<file path="src/rtl/id_ex_pkg.sv">
// Shared definitions for the ID->EX stage: default field widths,
// NOP encodings used to force bubbles, and the stage state encoding.
package id_ex_pkg;

  localparam int DATA_W_DEF    = 32;
  localparam int ALUOP_W_DEF   = 8;
  localparam int ALUSEL_W_DEF  = 3;
  localparam int REGADDR_W_DEF = 5;
  localparam int CNT_W_DEF     = 16;

  // NOP encodings: a bubble is an all-zero instruction that never writes.
  localparam logic [7:0]  EXE_NOP_OP    = 8'b0000_0000;
  localparam logic [2:0]  EXE_RES_NOP   = 3'b000;
  localparam logic [31:0] ZERO_WORD     = 32'h0000_0000;
  localparam logic        WRITE_DISABLE = 1'b0;
  localparam logic [4:0]  NOP_REG_ADDR  = 5'b00000;

  // EMPTY: nothing held; FULL: main register valid; SKID: main and skid valid.
  typedef enum logic [1:0] {
    ST_EMPTY = 2'd0,
    ST_FULL  = 2'd1,
    ST_SKID  = 2'd2
  } stage_state_e;

endpackage

</file>
<file path="src/rtl/pipe_skid_reg.sv">
// Payload-agnostic valid/ready pipeline register with optional two-entry
// skid buffer and flush. SKID=1 registers in_ready; SKID=0 passes it through.
module pipe_skid_reg
  import id_ex_pkg::*;
#(
  parameter int W    = 8,
  parameter bit SKID = 1'b1
) (
  input  logic         clk,
  input  logic         rst,
  input  logic         flush,
  input  logic         in_valid,
  output logic         in_ready,
  input  logic [W-1:0] in_data,
  output logic         out_valid,
  input  logic         out_ready,
  output logic [W-1:0] out_data
);

  stage_state_e state, state_nxt;
  logic [W-1:0] m_data, s_data;
  logic         load_m, load_s, move_s;
  logic         accept, issue;

  assign out_valid = (state != ST_EMPTY);
  assign out_data  = m_data;
  assign issue     = out_valid && out_ready;
  assign accept    = in_valid && in_ready;

  generate
    if (SKID) begin : g_skid
      logic ready_q;
      assign in_ready = ready_q;

      // Registered ready: low exactly while the skid entry is occupied.
      always_ff @(posedge clk) begin
        // NOTE: sequential state uses <= so every flop samples pre-edge values.
        if (rst) ready_q <= 1'b1;
        else     ready_q <= (state_nxt != ST_SKID);
      end
    end else begin : g_pass
      assign in_ready = !out_valid || out_ready;
    end
  endgenerate

  // Next-state and register-load decode; flush overrides everything.
  always_comb begin
    // NOTE: defaults first so no path leaves a variable unassigned (no latch).
    state_nxt = state;
    load_m    = 1'b0;
    load_s    = 1'b0;
    move_s    = 1'b0;
    case (state)
      ST_EMPTY: begin
        if (accept) begin
          state_nxt = ST_FULL;
          load_m    = 1'b1;
        end
      end
      ST_FULL: begin
        if (accept && issue) begin
          load_m = 1'b1;
        end else if (issue) begin
          state_nxt = ST_EMPTY;
        end else if (accept && SKID) begin
          state_nxt = ST_SKID;
          load_s    = 1'b1;
        end
      end
      ST_SKID: begin
        if (issue) begin
          state_nxt = ST_FULL;
          move_s    = 1'b1;
        end
      end
      default: state_nxt = ST_EMPTY;
    endcase
    if (flush) begin
      state_nxt = ST_EMPTY;
      load_m    = 1'b0;
      load_s    = 1'b0;
      move_s    = 1'b0;
    end
  end

  // State register.
  always_ff @(posedge clk) begin
    if (rst) state <= ST_EMPTY;
    else     state <= state_nxt;
  end

  // Payload registers; the skid entry always drains into main, preserving order.
  always_ff @(posedge clk) begin
    // NOTE: payload is not reset; validity lives in the state and the
    // consumer masks data whenever out_valid is low.
    if (load_m)      m_data <= in_data;
    else if (move_s) m_data <= s_data;
    if (load_s)      s_data <= in_data;
  end

endmodule

</file>
<file path="src/rtl/id_ex_stage.sv">
// ID->EX pipeline stage: packs decode fields through pipe_skid_reg, forces
// NOPs onto the execute side when empty and counts back-pressured cycles.
module id_ex_stage
  import id_ex_pkg::*;
#(
  parameter int DATA_W    = DATA_W_DEF,
  parameter int ALUOP_W   = ALUOP_W_DEF,
  parameter int ALUSEL_W  = ALUSEL_W_DEF,
  parameter int REGADDR_W = REGADDR_W_DEF,
  parameter bit SKID      = 1'b1,
  parameter int CNT_W     = CNT_W_DEF
) (
  input  logic                 clk,
  input  logic                 rst,
  input  logic                 flush,
  input  logic                 id_valid,
  output logic                 id_ready,
  input  logic [ALUOP_W-1:0]   id_aluop,
  input  logic [ALUSEL_W-1:0]  id_alusel,
  input  logic [DATA_W-1:0]    id_reg1,
  input  logic [DATA_W-1:0]    id_reg2,
  input  logic                 id_wreg,
  input  logic [REGADDR_W-1:0] id_wd,
  output logic                 ex_valid,
  input  logic                 ex_ready,
  output logic [ALUOP_W-1:0]   ex_aluop,
  output logic [ALUSEL_W-1:0]  ex_alusel,
  output logic [DATA_W-1:0]    ex_reg1,
  output logic [DATA_W-1:0]    ex_reg2,
  output logic                 ex_wreg,
  output logic [REGADDR_W-1:0] ex_wd,
  output logic [CNT_W-1:0]     stall_cnt
);

  localparam int PW = ALUOP_W + ALUSEL_W + 2 * DATA_W + 1 + REGADDR_W;

  logic [PW-1:0]        id_payload, ex_payload;
  logic [ALUOP_W-1:0]   pl_aluop;
  logic [ALUSEL_W-1:0]  pl_alusel;
  logic [DATA_W-1:0]    pl_reg1, pl_reg2;
  logic                 pl_wreg;
  logic [REGADDR_W-1:0] pl_wd;

  assign id_payload = {id_aluop, id_alusel, id_reg1, id_reg2, id_wreg, id_wd};
  assign {pl_aluop, pl_alusel, pl_reg1, pl_reg2, pl_wreg, pl_wd} = ex_payload;

  pipe_skid_reg #(
    .W    (PW),
    .SKID (SKID)
  ) u_reg (
    .clk       (clk),
    .rst       (rst),
    .flush     (flush),
    .in_valid  (id_valid),
    .in_ready  (id_ready),
    .in_data   (id_payload),
    .out_valid (ex_valid),
    .out_ready (ex_ready),
    .out_data  (ex_payload)
  );

  // A bubble presents a NOP that can never write the register file.
  assign ex_aluop  = ex_valid ? pl_aluop  : ALUOP_W'(EXE_NOP_OP);
  assign ex_alusel = ex_valid ? pl_alusel : ALUSEL_W'(EXE_RES_NOP);
  assign ex_reg1   = ex_valid ? pl_reg1   : DATA_W'(ZERO_WORD);
  assign ex_reg2   = ex_valid ? pl_reg2   : DATA_W'(ZERO_WORD);
  assign ex_wreg   = ex_valid ? pl_wreg   : WRITE_DISABLE;
  assign ex_wd     = ex_valid ? pl_wd     : REGADDR_W'(NOP_REG_ADDR);

  // Saturating count of cycles the execute side held off a valid instruction.
  always_ff @(posedge clk) begin
    if (rst) begin
      stall_cnt <= '0;
    end else if (ex_valid && !ex_ready && !flush && (stall_cnt != {CNT_W{1'b1}})) begin
      stall_cnt <= stall_cnt + 1'b1;
    end
  end

endmodule

</file>
<file path="config.mk">
export PLATFORM = sky130hd
export DESIGN_NAME = id_ex_stage
export DESIGN_NICKNAME = d
export VERILOG_FILES = /design/src/rtl/id_ex_pkg.sv /design/src/rtl/pipe_skid_reg.sv /design/src/rtl/id_ex_stage.sv
export SDC_FILE = /design/constraint.sdc
export NUM_CORES = 1
export LEC_CHECK = 0
export CORE_AREA = 4 4 141 143
export CTS_CLUSTER_DIAMETER = 40
export CTS_CLUSTER_SIZE = 25
export DETAILED_ROUTE_END_ITERATION = 6
export DIE_AREA = 0 0 145 147
export GPL_ROUTABILITY_DRIVEN = 0
export PLACE_DENSITY_LB_ADDON = 0.1
export SLEW_MARGIN = 20
export SYNTH_ARGS = -nofsm -noshare
export SYNTH_HDL_FRONTEND = slang
export SYNTH_SLANG_ARGS = --single-unit
</file>
<file path="constraint.sdc">
create_clock -name clk -period 21.9 [get_ports clk]
set_input_delay 2.19 -clock clk [delete_from_list [all_inputs] [get_ports clk]]
set_output_delay 2.19 -clock clk [all_outputs]
set_load 0.005 [all_outputs]
</file>
# --- Word-level counts from Yosys, hierarchy flattened ---
# Index checks and enable logic that the tools add are counted.
op_classes:
  addsub: 1
  mul: 0
  div: 0
  magnitude_cmp: 0
  n_eq_ne: 4
  shift: 0
  muxes: 26
  bitwise_logic: 0
  n_reduce_logical: 11
ops:
  columns: ["operator", "n"]
  rows:
  - ["$mux 81", 2]
  - ["$mux 32", 2]
  - ["$add 16x1->16 const B", 1]
  - ["$ne 16x16->1 const B", 1]
  - ["$mux 2", 6]
  - ["$mux 1", 11]
  - ["$mux 8", 1]
  - ["$logic_and 1x1->1", 6]
  - ["$pmux 2 s3", 1]
  - ["$mux 5", 1]
  - ["$reduce_bool 2->1", 2]
  - ["$mux 3", 1]
  - ["$eq 2x1->1 const B", 1]
  - ["$eq 2x2->1 const B", 1]
  - ["$logic_not 1->1", 2]
  - ["$logic_not 2->1", 1]
  - ["$ne 2x2->1 const B", 1]
  - ["$pmux 1 s2", 1]
totals:
  ff_bits: 181
  latch_bits: 0
  ramBits: 0
  rom_bits: 0
  input_bits: 86
  output_inout_bits: 99
  word_cells: 47
  n_memories: 0

# --- Logic depth before layout (Yosys ltp) ---
depth:
  depth_word: 7
  ltp_mapped: 6
  depth_no_buf: 5

# --- Hierarchy ---
# From an unflattened synthesis, not the netlist that was laid out.
hier_totals:
  cells_unflattened: 467
  hier_area_um2: 7932.6
modules_own_cells:
  columns: ["mod", "instances", "cells_per_inst", "area_each_um2", "seq_area_each_um2"]
  rows:
  - ["pipe_skid_reg", 1, 271, 6418.7, 4924.7]
  - ["id_ex_stage", 1, 196, 1514.0, 320.3]

# --- Least setup slack after synthesis ---
# OpenSTA, ideal clock, no wires.
synth_path:
  path_kind: "in2reg"
  start: "input flush"
  end: "register u_reg.s_data[0], enable pin"
  setup_ns: 0.620
  arrival_ns: 7.892
  required_ns: 21.280
  path_slack_ns: 13.388
  path_stages: 3
  path_cell_list: "nor2_1 -> nand2_1 -> nor3_1"
synth_via:
  elab_chain_cells: 1
synth_rtl:
  columns: ["element", "line", "text"]
  rows:
  - ["start: declaration", "id_ex_stage.sv:15", "input logic flush,"]
  - ["$mux 1", "pipe_skid_reg.sv:78", "if (flush) begin"]
  - ["named net u_reg.load_s", "pipe_skid_reg.sv:22", "logic load_m, load_s, move_s;"]
  - ["end signal: assignment", "pipe_skid_reg.sv:98", "if (load_s) s_data <= in_data;"]
  - ["end: declaration", "pipe_skid_reg.sv:21", "logic [W-1:0] m_data, s_data;"]
# The timed path passes the listed nets, and every way through them passes these cells.
# A chain may end at the register's enable or synchronous reset.

# --- Final worst setup path ---
layout_path:
  start: "register u_reg.state[1]"
  end: "output ex_reg1[4]"
layout_via:
  elab_chain_cells: 2
layout_rtl:
  columns: ["element", "line", "text"]
  rows:
  - ["start: declaration", "pipe_skid_reg.sv:20", "stage_state_e state, state_nxt;"]
  - ["start signal: assignment", "pipe_skid_reg.sv:89", "else state <= state_nxt;"]
  - ["$reduce_bool 2->1", "pipe_skid_reg.sv:25", "assign out_valid = (state != ST_EMPTY);"]
  - ["$mux 32", "id_ex_stage.sv:65", "assign ex_reg1 = ex_valid ? pl_reg1 : DATA_W'(ZERO_WORD);"]
  - ["end: declaration", "id_ex_stage.sv:28", "output logic [DATA_W-1:0] ex_reg1,"]
# No other way between the ends.

==> results.sh <==
export IMPL_powerDensity_nw_per_um2=72.3
export IMPL_min_path_type="flop to flop"
export IMPL_vias_per_cell=4.98
export IMPL_drt_wirelength_per_cell_um=17.5
export IMPL_tightest_slew_ps=816
export IMPL_port_buffers=184
export IMPL_dr_pass1_iters=4
export IMPL_via_count=4495
export IMPL_dieArea_sq_um=21300
export IMPL_antenna_cells=0
export IMPL_n_fill_cell=1555
export IMPL_end_kind="output port"
export IMPL_layout_commonest_cell="clkdlybuf4s50_1"
export IMPL_max_cap_violations=0
export IMPL_grt_max_degree=85
export IMPL_syn_area_per_cell_sq_um=15.7
export IMPL_yosys_warnings=0
export IMPL_seq_area_frac_synth_pct=71.0
export IMPL_initial_core_util_pct=39.8
export IMPL_path_class="flop to output port"
export IMPL_status="finished clean"
export IMPL_drt_total_wl_um=15800
export IMPL_worst_path_max_fanout=84
export IMPL_place_ws_ps=16970
export IMPL_cts_resized=0
export IMPL_post_route_drc_count=0
export IMPL_p_leak_nw=3.30
export IMPL_grt_usage_pct=15.0
export IMPL_relSlewSlack_pct=45.2
export IMPL_fin_tns_setup_ps=0
export IMPL_first_global_vias=4659
export IMPL_antenna_left=0
export IMPL_netlist_instances=470
export IMPL_hold_buffers=0
export IMPL_synth_area_top_cells="edfxtp_1 66%, mux2_2 12%, and2_1 6.9%"
export IMPL_fin_crit_sh_pct=21.1
export IMPL_synth_simple_area_share_pct=11.9
export IMPL_grt_overflow_total=0
export IMPL_setup_viol=0
export IMPL_htreeDepth=4
export IMPL_cp_data_required_time_ps=19710
export IMPL_start_kind="flop"
export IMPL_ir_drop_mv=0.0514
export IMPL_rsz0062_at_grt="no"
export IMPL_grt_pass1_wl_um=25400
export IMPL_crit_chain="nor2_1 > inv_2 > buf_4 > and2_1 > clkdlybuf4s50_1"
export IMPL_cts_setup_buffers=0
export IMPL_slowest_stage="buf_4"
export IMPL_antenna_found_initial=1
export IMPL_core_sq_um=18600
export IMPL_clock_skew_final_ps=13.1
export IMPL_whs_ps=518
export IMPL_synth_cell_types=42
export IMPL_ios=185
export IMPL_drt_iter0_markers=193
export IMPL_synth_seq_cells=181
export IMPL_multi_input_area_sq_um=2060
export IMPL_clk_pin_slew_worst_paths_ps=70
export IMPL_fmax_mhz=217
export IMPL_post_route_util_pct=54.1
export IMPL_final_max_slew_viol_count=0
export IMPL_synth_xor_area_share_pct=0.119
export IMPL_synth_top_family_by_area="multiplexers"
export IMPL_cts_max_path_buffers=2
export IMPL_setup_ws_ps=17290
export IMPL_dp_hpwl_um=10100
export IMPL_die_h_um=147
export IMPL_synth_area_sq_um=7390
export IMPL_clock_sinks=181
export IMPL_synth_compound_area_share_pct=2.64
export IMPL_cp_arrival_ps=2420
export IMPL_cts_buffers=17
export IMPL_finalHoldViolCount=0
export IMPL_syn_nets=557
export IMPL_min_period_ps=4610
export IMPL_nets=742
export IMPL_mostFrequentLayoutCells="184 x clkdlybuf4s50_1, 162 x edfxtp_1, 81 x and2_1"
export IMPL_syn2layout_area_growth_pct=36.2
export IMPL_post_route_cells_drive_above_1_share_pct=17.7
export IMPL_num_rows=50
export IMPL_seq_area_sq_um=5250
export IMPL_totalPowerFinal_mw=0.727
export IMPL_synth_adder_area_share_pct=0.169
export IMPL_synth_mux_area_share_pct=12.7
export IMPL_yosys_area_top_type_share_pct=65.9
export IMPL_yosysTopAreaCell="edfxtp_1"
export IMPL_cts_tree="done"
export IMPL_clockRootBuffer="clkbuf_16"
export IMPL_die_w_um=145
export IMPL_clk_latency_ps=420
export IMPL_slowest_delay_ps=530
-- where the power goes --
part	total (mW)	internal (mW)	leakage, nW	switching (mW)
clock network	0.286	0.158	0.258	0.129
registers	0.387	0.385	1.64	0.00160
logic	0.0544	0.0324	1.40	0.0220
-- layout make-up --
type,count,share of cell area (%)
Clock inverter,14,1.28
Multi-Input combinational cell,261,20.5
Timing Repair Buffer,189,18.8
Clock buffer,18,4.27
Sequential cell,181,52.1
Tap cell,234,2.91
Inverter,5,0.187
-- cells in the mapped netlist --
library cell,number
or4b_2,1
o21ai_0,4
a211o_1,1
or4_1,3
a311oi_1,1
and4_1,1
and2_1,81
xor2_1,1
and3_1,1
or2_1,1
mux2_2,76
o41ai_1,3
a31oi_1,1
nor4b_1,3
o21bai_1,1
clkbuf_1,14
nand4_1,5
nor3_1,7
inv_1,5
o31a_1,1
or3_1,4
mux2_1,7
buf_1,1
ha_1,1
o21a_1,1
nand3_1,7
nand2b_1,1
nand4b_1,1
a41oi_1,1
nor4_1,4
or4b_1,1
nor2_1,11
edfxtp_1,162
dfxtp_1,19
a21oi_1,11
nor2b_1,5
or2_2,1
a211oi_1,2
nand2_1,7
o31ai_1,3
buf_2,8
nand3b_1,1
-- critical path: cells and delay by family, from the launching register on --
family,cells,cell delay [ps]
buf+inv,3,1090
simple gates,2,380
flops,1,430
-- cells by family after synthesis --
logic type / count (synthesis)
AOI/OAI and AO/OA: 30
xor gates and xnor gates: 1
adders and majority gates: 1
muxes: 83
and+or+nand+nor: 146
DFF: 181
buffers and inverters: 28
-- registers in the layout (all words and copies together), names as in the netlist --
register / count
stall_cnt: 16
u_reg.in_ready: 1
u_reg.out_data: 81
u_reg.s_data: 81
u_reg.state: 2
-- metal layers --
layer	GRT usage, %	vias to the layer above	share of wire (%)
li1	-	2135	-
met1	19.4	2203	44
met4	5.27	2	1.2
met3	4.75	17	6.6
met5	0	-	0.082
met2	24.2	138	48
-- per-stage QoR --
stage	instances	instance area, sq um
2_1_floorplan	470	7390
6_report	902	10100
5_1_grt	902	10100
3_5_place_dp	870	9490
4_1_cts	902	10100
3_3_place_gp	870	9490
-- worst paths after layout --
check / endpoint / cells past startpoint / slack (ps) / from
max: ex_reg1[4] / 5 / 17290 / u_reg.state[1]
min: stall_cnt[10] / 2 / 520 / stall_cnt[10]
min reg2reg: stall_cnt[10] / 2 / 520 / stall_cnt[10]
max reg2reg: stall_cnt[7] / 6 / 19390 / u_reg.state[1]
No activity file was read; power rests on OpenSTA's default activity.
